--- src/rtl/add_mop_acc_pkg.sv ---
// add_mop_acc_pkg
//   Shared definitions for the masked multi-operand accumulator:
//   - state_t : job controller states (ACC accumulating, HOLD result pending)
//   - DEF_*   : default parameter values used by add_mop_acc
package add_mop_acc_pkg;

  typedef enum logic {
    ACC  = 1'b0,
    HOLD = 1'b1
  } state_t;

  localparam int DEF_WIDTH = 8;
  localparam int DEF_DEPTH = 4;
  localparam int DEF_SPEED = 1;
  localparam int DEF_CNTW  = 8;

endpackage

--- src/rtl/add_mop_acc_addmop.sv ---
// AddMop
//   Single-cycle modular reduction of `depth` unsigned operands of `width`
//   bits each. The result is the operand sum modulo 2^width.
//   Ports:
//     ops_i [depth*width] : operand k at bits [k*width +: width]
//     sum_o [width]       : sum of all operands, modulo 2^width
//   speed > 0 selects a balanced adder tree (shorter critical path),
//   speed = 0 selects a linear adder chain.
module AddMop #(
  parameter int width = 8,
  parameter int depth = 5,
  parameter int speed = 1
) (
  input  logic [depth*width-1:0] ops_i,
  output logic [width-1:0]       sum_o
);

  localparam int NP = 1 << $clog2(depth);

  function automatic logic [width-1:0] sum_chain(input logic [depth*width-1:0] ops);
    logic [width-1:0] s;
    s = '0;
    for (int k = 0; k < depth; k++) begin
      s = s + ops[k*width +: width];
    end
    return s;
  endfunction

  // Pairwise tree over a power-of-two slot array; unused slots hold zero.
  function automatic logic [width-1:0] sum_tree(input logic [depth*width-1:0] ops);
    logic [width-1:0] t [NP];
    for (int k = 0; k < NP; k++) begin
      t[k] = '0;
    end
    for (int k = 0; k < depth; k++) begin
      t[k] = ops[k*width +: width];
    end
    for (int s = 1; s < NP; s = s * 2) begin
      for (int i = 0; i + s < NP; i = i + 2 * s) begin
        t[i] = t[i] + t[i+s];
      end
    end
    return t[0];
  endfunction

  generate
    if (speed > 0) begin : g_tree
      assign sum_o = sum_tree(ops_i);
    end else begin : g_chain
      assign sum_o = sum_chain(ops_i);
    end
  endgenerate

endmodule

--- src/rtl/add_mop_acc.sv ---
// add_mop_acc
//   Accumulates masked lanes of input beats into a job sum. A beat with
//   in_last_i closes the job; the result is then held (HOLD) until the
//   consumer accepts it, after which the accumulator restarts from zero.
//   Ports:
//     clk_i, rst_i            : clock, synchronous active-high reset
//     in_valid_i/in_ready_o   : input beat handshake
//     in_data_i [depth*width] : lane k at [k*width +: width]
//     in_mask_i [depth]       : lane k contributes when bit k is set
//     in_last_i               : beat closes the current job
//     abort_i                 : drop the partially accumulated job (ACC only)
//     out_valid_o/out_ready_i : result handshake
//     out_sum_o [width]       : job sum modulo 2^width
//     out_count_o [cntw]      : masked-in operand count modulo 2^cntw
//     out_ovf_o               : sum carry loss or count wrap seen in the job
module add_mop_acc
  import add_mop_acc_pkg::*;
#(
  parameter int width = DEF_WIDTH,
  parameter int depth = DEF_DEPTH,
  parameter int speed = DEF_SPEED,
  parameter int cntw  = DEF_CNTW
) (
  input  logic                   clk_i,
  input  logic                   rst_i,
  input  logic                   in_valid_i,
  output logic                   in_ready_o,
  input  logic [depth*width-1:0] in_data_i,
  input  logic [depth-1:0]       in_mask_i,
  input  logic                   in_last_i,
  input  logic                   abort_i,
  output logic                   out_valid_o,
  input  logic                   out_ready_i,
  output logic [width-1:0]       out_sum_o,
  output logic [cntw-1:0]        out_count_o,
  output logic                   out_ovf_o
);

  localparam int NOPS = depth + 1;
  localparam int OPW  = $clog2(NOPS);
  localparam int WW   = width + OPW;   // holds the exact sum of NOPS operands
  localparam int CNW  = cntw + OPW;    // holds cnt + popcount without loss

  state_t               r_state;
  state_t               w_state_nxt;
  logic [width-1:0]     r_acc;
  logic [cntw-1:0]      r_cnt;
  logic                 r_ovf;

  logic                 w_in_ready;
  logic                 w_accept;
  logic                 w_clear;
  logic [NOPS*width-1:0] w_ops;
  logic [width-1:0]     w_sum;
  logic [WW-1:0]        w_wide;
  logic                 w_carry;
  logic [OPW-1:0]       w_pop;
  logic [CNW-1:0]       w_cnt_wide;
  logic                 w_wrap;

  function automatic logic [OPW-1:0] popcount(input logic [depth-1:0] m);
    logic [OPW-1:0] c;
    c = '0;
    for (int k = 0; k < depth; k++) begin
      c = c + OPW'(m[k]);
    end
    return c;
  endfunction

  // Exact-width sum, used only to detect carry loss out of the width-bit sum.
  function automatic logic [WW-1:0] wide_sum(input logic [NOPS*width-1:0] ops);
    logic [WW-1:0] s;
    s = '0;
    for (int k = 0; k < NOPS; k++) begin
      s = s + WW'(ops[k*width +: width]);
    end
    return s;
  endfunction

  // Operand 0 is the accumulator, operand k+1 is lane k gated by its mask bit.
  always_comb begin
    w_ops = '0;
    w_ops[width-1:0] = r_acc;
    for (int k = 0; k < depth; k++) begin
      w_ops[(k+1)*width +: width] = in_mask_i[k] ? in_data_i[k*width +: width] : '0;
    end
  end

  AddMop #(
    .width(width),
    .depth(NOPS),
    .speed(speed)
  ) u_addmop (
    .ops_i(w_ops),
    .sum_o(w_sum)
  );

  assign w_wide     = wide_sum(w_ops);
  assign w_carry    = |w_wide[WW-1:width];
  assign w_pop      = popcount(in_mask_i);
  assign w_cnt_wide = CNW'(r_cnt) + CNW'(w_pop);
  assign w_wrap     = |w_cnt_wide[CNW-1:cntw];

  always_comb begin
    w_state_nxt = r_state;
    w_in_ready  = 1'b0;
    w_accept    = 1'b0;
    w_clear     = 1'b0;
    case (r_state)
      ACC: begin
        w_in_ready = ~abort_i;
        w_accept   = in_valid_i & ~abort_i;
        if (abort_i) begin
          w_clear = 1'b1;
        end else if (w_accept && in_last_i) begin
          w_state_nxt = HOLD;
        end
      end
      HOLD: begin
        if (out_ready_i) begin
          w_clear     = 1'b1;
          w_state_nxt = ACC;
        end
      end
      default: begin
        w_state_nxt = ACC;
      end
    endcase
  end

  always_ff @(posedge clk_i) begin
    if (rst_i) begin
      r_state <= ACC;
    end else begin
      r_state <= w_state_nxt;
    end
  end

  // Accumulator registers also hold the result while in HOLD.
  always_ff @(posedge clk_i) begin
    if (rst_i || w_clear) begin
      r_acc <= '0;
      r_cnt <= '0;
      r_ovf <= 1'b0;
    end else if (w_accept) begin
      r_acc <= w_sum;
      r_cnt <= w_cnt_wide[cntw-1:0];
      r_ovf <= r_ovf | w_carry | w_wrap;
    end
  end

  assign in_ready_o  = w_in_ready;
  assign out_valid_o = (r_state == HOLD);
  assign out_sum_o   = r_acc;
  assign out_count_o = r_cnt;
  assign out_ovf_o   = r_ovf;

endmodule

--- config.mk ---
export PLATFORM = sky130hd
export DESIGN_NAME = add_mop_acc
export DESIGN_NICKNAME = d
export VERILOG_FILES = /design/src/rtl/add_mop_acc_pkg.sv /design/src/rtl/add_mop_acc_addmop.sv /design/src/rtl/add_mop_acc.sv
export SDC_FILE = /design/constraint.sdc
export NUM_CORES = 1
export LEC_CHECK = 0
export CORE_ASPECT_RATIO = 1.75
export CORE_MARGIN = 5
export CORE_UTILIZATION = 51
export DETAILED_ROUTE_END_ITERATION = 7
export GPL_TIMING_DRIVEN = 1
export PLACE_DENSITY = 0.9
export SLEW_MARGIN = 10
export SYNTH_ARGS = -nofsm -noshare
export SYNTH_HDL_FRONTEND = slang
export SYNTH_SLANG_ARGS = --single-unit
--- constraint.sdc ---
create_clock -name clk_i -period 11.1 [get_ports clk_i]
set_clock_uncertainty 0.15 [all_clocks]
set_input_delay 1.665 -clock clk_i [delete_from_list [all_inputs] [get_ports clk_i]]
set_output_delay 1.665 -clock clk_i [all_outputs]
set_load 0.05 [all_outputs]
# Word-level counts from Yosys, hierarchy flattened
# Cells that the tools add are included.
dict set report op_classes {
  reduce_logical 4
  add_sub_neg 12
  bitwise_logic 5
  muxes 13
}
# op n
set op_table {}
lappend op_table {{$add 8x8->8} 4}
lappend op_table {{$mux 8} 4}
lappend op_table {{$add 10x8->11} 1}
lappend op_table {{$add 11x8->11} 1}
lappend op_table {{$add 9x8->10} 1}
lappend op_table {{$add 8x3->9} 1}
lappend op_table {{$add 8x8->9} 1}
lappend op_table {{$mux 1} 7}
lappend op_table {{$reduce_or 3->1} 2}
lappend op_table {{$pmux 1 s2} 2}
lappend op_table {{$add 2x1->3} 1}
lappend op_table {{$add 3x1->3} 1}
lappend op_table {{$add 1x1->2} 1}
lappend op_table {{$not 1->1} 2}
lappend op_table {{$or 1x1->1} 2}
lappend op_table {{$and 1x1->1} 1}
lappend op_table {{$logic_and 1x1->1} 1}
lappend op_table {{$logic_or 1x1->1} 1}
dict set report word_totals {
  out_inout_bits 19
  input_bits 42
  register_bits 18
}

# Longest topological paths before layout
dict set report depth {
  depth_word 8
  depth_mapped 13
  ltp_nobuf 13
}

# Cells and area by module
# A second synthesis with hierarchy kept.
dict set report unflattened {
  cells_unflattened 337
  area_unflattened_um2 2757.6
}
# mod area_per_inst_um2 cells_per_inst seq_area_each_um2 instances
set by_module_without_submodules {}
lappend by_module_without_submodules {add_mop_acc 1876.8 232 360.3 1}
lappend by_module_without_submodules {AddMop 880.8 105 0.0 1}

# Least setup slack after synthesis
# No wires, ideal clock.
dict set report synth_timing {
  path_type {input -> register}
  startpoint {input in_data_i[25]}
  endpoint {register r_acc[7], in the netlist out_sum_o[7]}
  arrival_time_ps 4825
  path_stages 12
  required_ps 10823
  setup_slack_ps 5998
  n_path_buf 0
  path_cell_list {nand2_1 > fa_1 > fa_1 > inv_1 > fa_1 > ha_1 > fa_1 > a211oi_1 > o21ai_0 > a21oi_1 > nor4_1 > or3_1}
}
dict set report synth_via {
  elab_chain_cells 2
}
# element line
set synth_rtl {}
lappend synth_rtl {{from (decl)} add_mop_acc.sv:28} ;# input logic [depth*width-1:0] in_data_i,
lappend synth_rtl {{$mux 8} add_mop_acc.sv:85} ;# w_ops[(k+1)*width +: width] = in_mask_i[k] ? in_data_i[k*width +: width] : '0;
lappend synth_rtl {{$add 8x8->8} add_mop_acc_addmop.sv:40} ;# t[i] = t[i] + t[i+s];
lappend synth_rtl {{to (signal assigned)} add_mop_acc.sv:146} ;# r_acc <= w_sum;
lappend synth_rtl {{to (decl)} add_mop_acc.sv:46} ;# logic [width-1:0] r_acc;
# No other way between the ends.
# A chain may end at the register's enable or synchronous reset.

# Final worst setup path
dict set report layout_timing {
  startpoint {input in_mask_i[3]}
  endpoint {register r_ovf, in the netlist out_ovf_o}
}
dict set report layout_via {
  elab_chain_cells 5
  elab_cells_between_ends 8
  classes_between {add/sub (3); mux (1); bitwise (2); reduce/logical (2)}
}
# element line
set layout_rtl {}
lappend layout_rtl {{from (decl)} add_mop_acc.sv:29} ;# input logic [depth-1:0] in_mask_i,
lappend layout_rtl {{branches (longest 4 deep; another with $add 8x3->9)} --}
lappend layout_rtl {{$or 1x1->1 *} add_mop_acc.sv:148} ;# r_ovf <= r_ovf | w_carry | w_wrap;
lappend layout_rtl {{to (signal assigned)} add_mop_acc.sv:148}
lappend layout_rtl {{to (decl)} add_mop_acc.sv:48} ;# logic r_ovf;
# Mark *: on every way between the ends.

==> flow_summary.ini <==
[critical_path]
reg2reg_slack_ns = 7.04
cp_cell_sequence = clkdlybuf4s50_1, nand2_1, fa_1, inv_1, fa_1, inv_1, fa_1, inv_1, ha_1, a211oi_1, o21bai_1, a21oi_1, mux2_2, a311oi_1
critPathKind = in2reg
end_kind = register
critPathRequiredTime_ns = 11.11
worstSetupStartpointType = primary input
crit_slowest_cell = clkdlybuf4s50_1
path_delay_family = adder cells
slowest_delay_ns = 0.69
cp_data_arrival_time_ns = 5.84
crit_fanout = 9
path_buf_inv = 4

[sta]
worst_pin_slew_ns = 0.7303
fin_setup_tns_ns = 0
post-route-period-util_pct = 52.52
post-route-min-period_ns = 5.829
rsz0062_at_grt = no
hold_viol = 0
relSlewSlack_pct = 51.31
max_freq_mhz = 171.5
hold_slack_ns = 0.3351
finalMaxSlewViolations = 0
setup_viol = 0

[floorplan]
ios = 61
die_y_um = 91.08
dieWidth_um = 56.33
dieArea_sq_um = 5130
num_rows = 29
start_util_pct = 52.79
core_area_sq_um = 3628

[final_layout]
antenna_cells = 0
syn2layout_area_growth_pct = 34.36
layout-drive-gt1-share_pct = 3.597
stdcell_count = 324
nNetsFinal = 359

[power_and_ir_drop]
vdd_drop_max_v = 0.00006977
comb_power_share_pct = 54.7
p_leak_nw = 1.104
p_int_mw = 0.1644
power_density_nw_per_um2 = 106.2
sw_frac_of_total_pct = 39.86
p_switching_mw = 0.1090
clkPwrFrac_pct = 19.7
seqPwrFrac_pct = 25.6

[cts]
cts_hold_buf = 0
htreeDepth = 1
cts_tree = done
insertion_delay_ns = 0.25
post_cts_buffers = 0
cts.sink_count = 18
ctsResizeCount = 0
path_clk_slew_ns = 0.07
cts_buffers = 3
cts_root_buf = clkbuf_8
clk_path_buf_depth = 2

[synthesis]
yosysUniqueCellTypes = 36
async_flop_share_pct = 0
synth_top_area_cell = fa_1
synth-edff-count = 0
yosysWarnings = 0
synth_nets = 299
synthFlopType = dfxtp_1
synth_top_area_share_pct = 27.17
ys_seq_area_share_pct = 18.81
synth_seq_cells = 18
avgSynthCellArea_sq_um = 8.747
synthesis.area_sq_um = 1916
netlist_instances = 219
synth_area_leaders = fa_1, dfxtp_1, ha_1, inv_1, nand2_1

[routing]
vias_per_cell = 5.265
routed_wl_um = 4641
ant_nets = 0
drc_errors = 0
vias = 1706
wl_per_cell_um = 14.32
drtPass1Iterations = 4
drtIter0Drc = 43

[hold_path]
min_path_type = reg2reg

[placed_design]
dpl.cell_count = 320
gp_congestion = 0.9106
port-buffer-count = 60
place_hpwl_um = 3899

[grt]
antenna_found_initial = 0
grt_usage_pct = 19.65
grt_pass1_wl_um = 8286
grt_pass1_vias = 1916
grt_max_degree = 19
grt-ovfl-total = 0

[outcome]
status = finished, final reports clean

[job]
drv_cap = 0
## registers in the layout (all words and copies together) (netlist names)
signal / cells
out_count_o: 8
out_sum_o: 8
out_ovf_o: 1
out_valid_o: 1
## cell type report
cell class,count,area [sq um]
Timing Repair Buffer,60,600.6
Sequential cell,18,360.3
Fill cell,291,1055
Clock buffer,4,55.05
Tap cell,46,57.56
Inverter,32,120.1
Multi-Input combinational cell,164,1380
## worst paths after layout
path                            cells after the start           end         start
worst max-delay path                               14     out_ovf_o  in_mask_i[3]
worst min-delay path                                2  out_sum_o[1]  out_sum_o[1]
worst max register to register                     13     out_ovf_o  out_sum_o[2]
worst min register to register                      2  out_sum_o[1]  out_sum_o[1]
## cells in the final DEF, fill, tap and decap left out, types with 2 or more instances in the layout
cell type / instances
a21oi_1: 15
clkbuf_8: 4
nor3_1: 4
nor2_2: 2
fa_1: 26
nor2b_1: 2
xor2_1: 6
nand2_1: 31
a21o_1: 2
dfxtp_1: 18
inv_1: 32
nand3_1: 5
a211oi_1: 6
nor2_1: 11
or3_1: 3
and2_1: 17
ha_1: 12
clkdlybuf4s50_1: 60
o21ai_0: 6
## tightest hold or removal path, stage by stage, from the launching register on
cell and delay [ns]:
dfxtp_1 0.33, nand2_1 0.06, a21oi_1 0.06
## cell usage after synthesis (2+ instances only)
master	n
a21oi_1	15
nor3_1	4
nand2_1	31
nor2b_1	2
dfxtp_1	18
ha_1	12
xor2_1	6
or3_1	3
nor2_1	11
nor2_2	2
a211oi_1	6
a21o_1	2
clkbuf_8	2
nand3_1	5
inv_1	32
and2_1	17
o21ai_0	6
fa_1	26
buf_6	2
## cell families (layout without fill, tap and decap cells)
logic type	count (synthesis)	after routing	synth area share, %
xor+xnor	7	7	3.201
compound gates	35	35	11.23
fa+ha+maj	38	38	35.01
flops	18	18	18.81
simple gates	83	83	22.01
buf+inv	37	96	9.144
mux	1	1	0.5878
## power by group through the flow
| stage | combinational (mW) | clock (mW) | sequential (mW) |
|---|---|---|---|
| 6_report | 0.150 | 0.0538 | 0.0699 |
| 5_1_grt | 0.167 | 0.0584 | 0.0703 |
| 4_1_cts | 0.149 | 0.0542 | 0.0699 |
| 3_5_place_dp | 0.148 | 0 | 0.0714 |
| 3_3_place_gp | 0.144 | 0 | 0.0714 |
| 2_1_floorplan | 0.0953 | 0 | 0.0799 |
## metrics by stage
stage	util (%)	setup WS, ns	cell area [sq um]	total power [mW]
floorplan	-	5.998	1916	0.1752
global placement	69.41	5.130	2519	0.2149
detailed placement	69.41	5.039	2519	0.2193
CTS	70.93	5.277	2574	0.2734
global route	70.93	5.020	2574	0.2955
finish	70.93	5.271	2574	0.2734
## routing by layer
layer  track usage, %  share of wire (%)  vias to the layer above
li1                 -                  -                      821
met1            21.30                 37                      818
met2            37.30                 56                       55
met3            2.837                3.7                       12
met4            7.525                3.1                        0
met5                0                  0                        -
No activity file was read; power rests on OpenSTA's default activity.
